[config.mk]
export PLATFORM = sky130hd
export DESIGN_NAME = iec_sd_arbiter
export DESIGN_NICKNAME = d
export VERILOG_FILES = /design/src/rtl/iec_sd_arb_pkg.sv /design/src/rtl/iec_sd_arbiter_rr_picker.sv /design/src/rtl/iec_sd_arbiter.sv
export SDC_FILE = /design/constraint.sdc
export NUM_CORES = 1
export LEC_CHECK = 0
export CAP_MARGIN = 20
export CORE_AREA = 8 8 96 98
export DETAILED_ROUTE_END_ITERATION = 16
export DIE_AREA = 0 0 104 106
export GPL_ROUTABILITY_DRIVEN = 0
export HOLD_SLACK_MARGIN = 0.12
export PLACE_DENSITY_LB_ADDON = 0.15
export RECOVER_POWER = 25
export REMOVE_ABC_BUFFERS = 1
export SYNTH_ARGS = -nofsm -noshare
export SYNTH_HDL_FRONTEND = slang
export SYNTH_HIERARCHICAL = 1
export SYNTH_SLANG_ARGS = --single-unit
export TNS_END_PERCENT = 50
[constraint.sdc]
create_clock -name clk_sys -period 1.7 [get_ports clk_sys]
set_input_delay 0.34 -clock clk_sys [delete_from_list [all_inputs] [get_ports clk_sys]]
set_output_delay 0.34 -clock clk_sys [all_outputs]
set_load 0.01 [all_outputs]
[src/rtl/iec_sd_arb_pkg.sv]
// Shared types and helpers for the IEC drive SD-channel arbiter.
// Build option: IEC_SD_ARB_TIMEOUT_EN enables the host ack watchdog in iec_sd_arbiter.
package iec_sd_arb_pkg;

   localparam int MAX_DRIVES = 4;

   typedef enum logic [1:0] {
      IDLE,
      REQ,
      XFER,
      REL
   } arb_state_e;

   typedef struct packed {
      logic       found;
      logic [1:0] idx;
   } rr_pick_t;

   function automatic int clamp_drives(input int drives);
      if (drives < 1) return 1;
      if (drives > MAX_DRIVES) return MAX_DRIVES;
      return drives;
   endfunction

   // Scans from ptr upward (mod ndr); walking offsets high-to-low leaves the nearest pending lane in res.
   function automatic rr_pick_t rr_pick(input logic [3:0] pending, input logic [1:0] ptr, input int ndr);
      rr_pick_t res;
      int       lane;
      res = '0;
      for (int k = MAX_DRIVES - 1; k >= 0; k--) begin
         if (k < ndr) begin
            lane = (int'(ptr) + k) % ndr;
            if (pending[lane[1:0]]) begin
               res.found = 1'b1;
               res.idx   = lane[1:0];
            end
         end
      end
      return res;
   endfunction

endpackage

[src/rtl/iec_sd_arbiter_rr_picker.sv]
// Combinational round-robin priority encoder over up to MAX_DRIVES requesters.
// Shared by the SD-channel arbiter and intended for reuse by other lane arbiters.
module iec_sd_rr_picker
   import iec_sd_arb_pkg::*;
#(
   parameter int NDR = 4
) (
   input  logic [MAX_DRIVES-1:0] pending_i,
   input  logic [1:0]            ptr_i,
   output logic                  found_o,
   output logic [1:0]            idx_o
);

   rr_pick_t pick;

   always_comb begin
      pick    = rr_pick(pending_i, ptr_i, NDR);
      found_o = pick.found;
      idx_o   = pick.idx;
   end

endmodule

[src/rtl/iec_sd_arbiter.sv]
// Round-robin arbiter sharing one host SD sector channel among up to four drive lanes.
// Build option: IEC_SD_ARB_TIMEOUT_EN adds a watchdog that aborts a request the host never acks.
module iec_sd_arbiter
   import iec_sd_arb_pkg::*;
#(
   parameter int  DRIVES    = 2,
   parameter int  TIMEOUT_W = 24,
   localparam int NDR       = clamp_drives(DRIVES)
) (
   input  logic              clk_sys,
   input  logic              reset,
   input  logic [32*NDR-1:0] req_lba,
   input  logic [6*NDR-1:0]  req_blk_cnt,
   input  logic [NDR-1:0]    req_rd,
   input  logic [NDR-1:0]    req_wr,
   output logic [NDR-1:0]    req_ack,
   input  logic [8*NDR-1:0]  req_buff_din,
   output logic [31:0]       sd_lba,
   output logic [5:0]        sd_blk_cnt,
   output logic              sd_rd,
   output logic              sd_wr,
   input  logic              sd_ack,
   output logic [7:0]        sd_buff_din,
   output logic              busy,
   output logic [1:0]        grant,
   output logic              timeout
);

   if (TIMEOUT_W < 2) begin : g_bad_timeout_w
      $error("iec_sd_arbiter: TIMEOUT_W must be at least 2");
   end

   logic [31:0]           lbaLane  [MAX_DRIVES];
   logic [5:0]            blkLane  [MAX_DRIVES];
   logic [7:0]            buffLane [MAX_DRIVES];
   logic [MAX_DRIVES-1:0] rdPad;
   logic [MAX_DRIVES-1:0] wrPad;

   // Lanes beyond NDR read as idle so the picker and muxes always see four slots.
   for (genvar gi = 0; gi < MAX_DRIVES; gi++) begin : g_lane
      if (gi < NDR) begin : g_used
         assign lbaLane[gi]  = req_lba[gi*32 +: 32];
         assign blkLane[gi]  = req_blk_cnt[gi*6 +: 6];
         assign buffLane[gi] = req_buff_din[gi*8 +: 8];
         assign rdPad[gi]    = req_rd[gi];
         assign wrPad[gi]    = req_wr[gi];
      end else begin : g_pad
         assign lbaLane[gi]  = '0;
         assign blkLane[gi]  = '0;
         assign buffLane[gi] = '0;
         assign rdPad[gi]    = 1'b0;
         assign wrPad[gi]    = 1'b0;
      end
   end

   arb_state_e     state_q, state_d;
   logic [1:0]     grant_q, grant_d;
   logic [1:0]     rrPtr_q, rrPtr_d;
   logic [31:0]    sdLba_q, sdLba_d;
   logic [5:0]     sdBlkCnt_q, sdBlkCnt_d;
   logic           opWr_q, opWr_d;
   logic           sdRd_q, sdRd_d;
   logic           sdWr_q, sdWr_d;
   logic [NDR-1:0] reqAck_q, reqAck_d;
   logic           launch_q, launch_d;
   logic           ackPrev_q;

   logic           pickFound;
   logic [1:0]     pickIdx;
   logic           ackRise;
   logic           laneReq;
   logic [NDR-1:0] ackOneHot;
   logic [1:0]     nextPtr;

`ifdef IEC_SD_ARB_TIMEOUT_EN
   localparam logic [TIMEOUT_W-1:0] TMO_LAST = ~TIMEOUT_W'(1);
   logic [TIMEOUT_W-1:0] tmoCnt_q, tmoCnt_d;
   logic                 timeout_q, timeout_d;
   logic                 tmoHit;

   assign tmoHit  = (tmoCnt_q == TMO_LAST);
   assign timeout = timeout_q;
`else
   assign timeout = 1'b0;
`endif

   iec_sd_rr_picker #(
      .NDR(NDR)
   ) u_picker (
      .pending_i(rdPad | wrPad),
      .ptr_i    (rrPtr_q),
      .found_o  (pickFound),
      .idx_o    (pickIdx)
   );

   assign ackRise = sd_ack & ~ackPrev_q;
   assign laneReq = rdPad[grant_q] | wrPad[grant_q];
   assign nextPtr = (grant_q == 2'(NDR - 1)) ? 2'd0 : grant_q + 2'd1;

   always_comb begin
      ackOneHot = '0;
      for (int i = 0; i < NDR; i++) begin
         ackOneHot[i] = (grant_q == 2'(i));
      end
   end

   // Next-state logic: IDLE first latches the winner, then launches the strobe the following cycle.
   always_comb begin
      state_d    = state_q;
      grant_d    = grant_q;
      rrPtr_d    = rrPtr_q;
      sdLba_d    = sdLba_q;
      sdBlkCnt_d = sdBlkCnt_q;
      opWr_d     = opWr_q;
      sdRd_d     = 1'b0;
      sdWr_d     = 1'b0;
      reqAck_d   = '0;
      launch_d   = 1'b0;
`ifdef IEC_SD_ARB_TIMEOUT_EN
      tmoCnt_d   = tmoCnt_q;
      timeout_d  = 1'b0;
`endif
      unique case (state_q)
         IDLE: begin
            if (launch_q) begin
               state_d = REQ;
               sdRd_d  = ~opWr_q;
               sdWr_d  = opWr_q;
`ifdef IEC_SD_ARB_TIMEOUT_EN
               tmoCnt_d = '0;
`endif
            end else if (pickFound && !sd_ack) begin
               grant_d    = pickIdx;
               sdLba_d    = lbaLane[pickIdx];
               sdBlkCnt_d = blkLane[pickIdx];
               opWr_d     = wrPad[pickIdx];
               launch_d   = 1'b1;
            end
         end
         REQ: begin
            sdRd_d = sdRd_q;
            sdWr_d = sdWr_q;
`ifdef IEC_SD_ARB_TIMEOUT_EN
            tmoCnt_d = tmoCnt_q + TIMEOUT_W'(1);
`endif
            if (ackRise) begin
               sdRd_d   = 1'b0;
               sdWr_d   = 1'b0;
               reqAck_d = ackOneHot;
               state_d  = XFER;
            end else if (!laneReq) begin
               sdRd_d  = 1'b0;
               sdWr_d  = 1'b0;
               state_d = IDLE;
            end
`ifdef IEC_SD_ARB_TIMEOUT_EN
            else if (tmoHit) begin
               sdRd_d    = 1'b0;
               sdWr_d    = 1'b0;
               timeout_d = 1'b1;
               state_d   = REL;
            end
`endif
         end
         XFER: begin
            if (sd_ack) begin
               reqAck_d = ackOneHot;
            end else begin
               state_d = REL;
            end
         end
         REL: begin
            rrPtr_d = nextPtr;
            state_d = IDLE;
         end
         default: state_d = IDLE;
      endcase
   end

   // Reset clears ackPrev_q so a stale host ack is held off by IDLE until it drops.
   always_ff @(posedge clk_sys) begin
      if (reset) begin
         state_q    <= IDLE;
         grant_q    <= '0;
         rrPtr_q    <= '0;
         sdLba_q    <= '0;
         sdBlkCnt_q <= '0;
         opWr_q     <= 1'b0;
         sdRd_q     <= 1'b0;
         sdWr_q     <= 1'b0;
         reqAck_q   <= '0;
         launch_q   <= 1'b0;
         ackPrev_q  <= 1'b0;
`ifdef IEC_SD_ARB_TIMEOUT_EN
         tmoCnt_q   <= '0;
         timeout_q  <= 1'b0;
`endif
      end else begin
         state_q    <= state_d;
         grant_q    <= grant_d;
         rrPtr_q    <= rrPtr_d;
         sdLba_q    <= sdLba_d;
         sdBlkCnt_q <= sdBlkCnt_d;
         opWr_q     <= opWr_d;
         sdRd_q     <= sdRd_d;
         sdWr_q     <= sdWr_d;
         reqAck_q   <= reqAck_d;
         launch_q   <= launch_d;
         ackPrev_q  <= sd_ack;
`ifdef IEC_SD_ARB_TIMEOUT_EN
         tmoCnt_q   <= tmoCnt_d;
         timeout_q  <= timeout_d;
`endif
      end
   end

   assign sd_lba      = sdLba_q;
   assign sd_blk_cnt  = sdBlkCnt_q;
   assign sd_rd       = sdRd_q;
   assign sd_wr       = sdWr_q;
   assign req_ack     = reqAck_q;
   assign sd_buff_din = buffLane[grant_q];
   assign busy        = (state_q != IDLE);
   assign grant       = grant_q;

endmodule

==> impl_metrics.toml <==
[sta]
period_minus_slack_ps = 1638
drv_slew = 0
setup-violations-final = 0
worst_pin_slew_ps = 1069
final_hold_viol_count = 0
skew_ps = 8.112
slew_headroom = 0.2874
rsz0062_at_grt = "yes"
fin_tns_setup_ps = 0
fin_crit_sh = 0.9633
fmax_mhz = 610.7

[drt]
first_iter_violations = 58
wl_per_cell_um = 15.21
routed_via_density = 4.735
vias = 2666
ant_nets = 0
wirelength_um = 8564
drc = 0
drt_pass1_iterations = 4

[worst_hold_path]
min-delay-start = "sd_ack"
hold_class = "in -> reg"
hold_path_end = "ackPrev_q"
holdPathStages = 2

[clocking]
hold_buffers = 0
root_buffer = "clkbuf_8"
clk_path_buf_depth = 2
htreeDepth = 2
clk_pin_slew_ps = 90
cts_made_buffers = 5
clk_latency_ps = 300
cts_tree = "yes"
cts_sinks = 50

[placement]
dp_hpwl_um = 6159
port_buffers = 151
placed_cells = 547
place_area_um2 = 4297

[worst_setup_path]
r2r_slack_ps = 90
worst_path_max_delay_cell = "dfxtp_4"
crit_type = "reg -> out"
worst_path_largest_cell_delay_ps = 390
reg2reg_depth = 6
arrival_ps = 1300
path_max_fanout = 7
reg2reg_from = "state_q[0]"
crit_path_start_kind = "flop"
reg2reg_to = "sd_lba[11]"
crit_chain = "buf_12 -> mux2i_1 -> nor2_1 -> clkdlybuf4s15_1"
critPathTopFamily = "flip-flops"
crit_required_ps = 1360
crit_path_end_kind = "output port"
cp_num_buf_inv = 2

[finish]
final_area_um2 = 4621
drive_gt1_frac = 0.1201
antenna_cells = 0
fill_cells = 698
seqCellArea_um2 = 1008
layout.nets = 561
multi_input_area_um2 = 1501
syn2layout_area_growth_pct = 76.87
final_cell_mix = "clkdlybuf4s50_1 (135), mux2i_1 (51), dfxtp_1 (48)"
layout_commonest_cell = "clkdlybuf4s50_1"
final_cells = 563

[power_and_ir_drop]
peakVddDrop_mv = 0.4021
finalPower_uw = 3341
p_leak_uw = 0.001682
powerDensity_nw_per_um2 = 723.1

[flow_run]
drv_cap = 0

[floorplanning]
die_h_um = 106
pin_count = 153
fp.dieArea_um2 = 11020
core_um2 = 7845
fp-row-count = 33
die_w_um = 104
initial_core_util = 0.3330

[yosys]
syn_area_um2 = 2613
avgSynthCellArea_um2 = 8.679
synthesis.instances = 301
yosysWarningCount = 6

[global_route]
overflow = 0
antenna_found_initial = 0
grt_pass1_wl_um = 13610
grt_max_degree = 41
grtUsageTotal = 0.1488
grt_pass1_vias = 2773

[status]
status = "finished, final reports clean"
==> state kept, by name (all words and copies together) (netlist names), named ones only <==
register	cells
ackPrev_q	1
grant	2
launch_q	1
opWr_q	1
req_ack	2
rrPtr_q	1
sd_blk_cnt	6
sd_lba	32
sd_rd	1
sd_wr	1
state_q	1
==> power by group <==
part           internal (uW)  switching, uW  leakage, uW
Combinational            697            513      0.00122
Clock                    433            383    0.0000579
Sequential              1260           56.0     0.000408
==> repair_timing <==
action,4_1_cts,5_1_grt
pin swaps,15,18
setup buffers,5,1
gates resized for setup,29,32
setup endpoints to repair,51,45
cloned,4,1
==> layer usage <==
layer  wire length [um]  GRT usage  part of all wire  vias to the layer above
met5                  0          0                 0                        -
met4                104    0.03723             0.012                        0
met3                778    0.06715             0.091                        7
met2               4184     0.2544              0.49                       93
met1               3497     0.1653              0.41                     1216
li1                   -          -                 -                     1350
==> worst register-to-register path, delay by kind of cell (launching register included) <==
kind / cells / cell delay (ps)
buffers and inverters: 2 / 330
and+or+nand+nor: 2 / 580
DFF: 1 / 320
adders and majority gates: 1 / 190
AOI/OAI and AO/OA: 1 / 150
==> stage by stage <==
| stage | hold slack, ps | worst slack (ps) | util |
|---|---|---|---|
| floorplan | 409.1 | -2315 | - |
| global placement | 436.5 | -475.7 | 0.5477 |
| detailed placement | 441.7 | -508.5 | 0.5477 |
| CTS | 454.1 | 3.018 | 0.5882 |
| global route | 429.7 | -7.262 | 0.5890 |
| finish | 428.7 | 62.46 | 0.5890 |
==> area by class of cell <==
| cell class | instances | area share |
|---|---|---|
| Timing Repair Buffer | 176 | 0.3999 |
| Multi-Input combinational cell | 218 | 0.3249 |
| Sequential cell | 50 | 0.2183 |
| Tap cell | 105 | 0.02843 |
| Clock buffer | 5 | 0.01489 |
| Clock inverter | 3 | 0.008665 |
| Inverter | 6 | 0.004874 |
==> how the worst max path moves through the flow <==
stage / from / end / slack, ps / cells after the start
6_report: grant[0] / sd_buff_din[5] / 60 / 4
3_3_place_gp: req_rd[0] / sd_lba[1] / -480 / 7
5_1_grt: rrPtr_q[0] / opWr_q / -7 / 8
3_5_place_dp: req_rd[0] / sd_lba[11] / -510 / 7
4_1_cts: req_rd[1] / opWr_q / 3 / 9
2_1_floorplan: req_rd[0] / opWr_q / -2320 / 5
(Power assumes the default switching activity.)
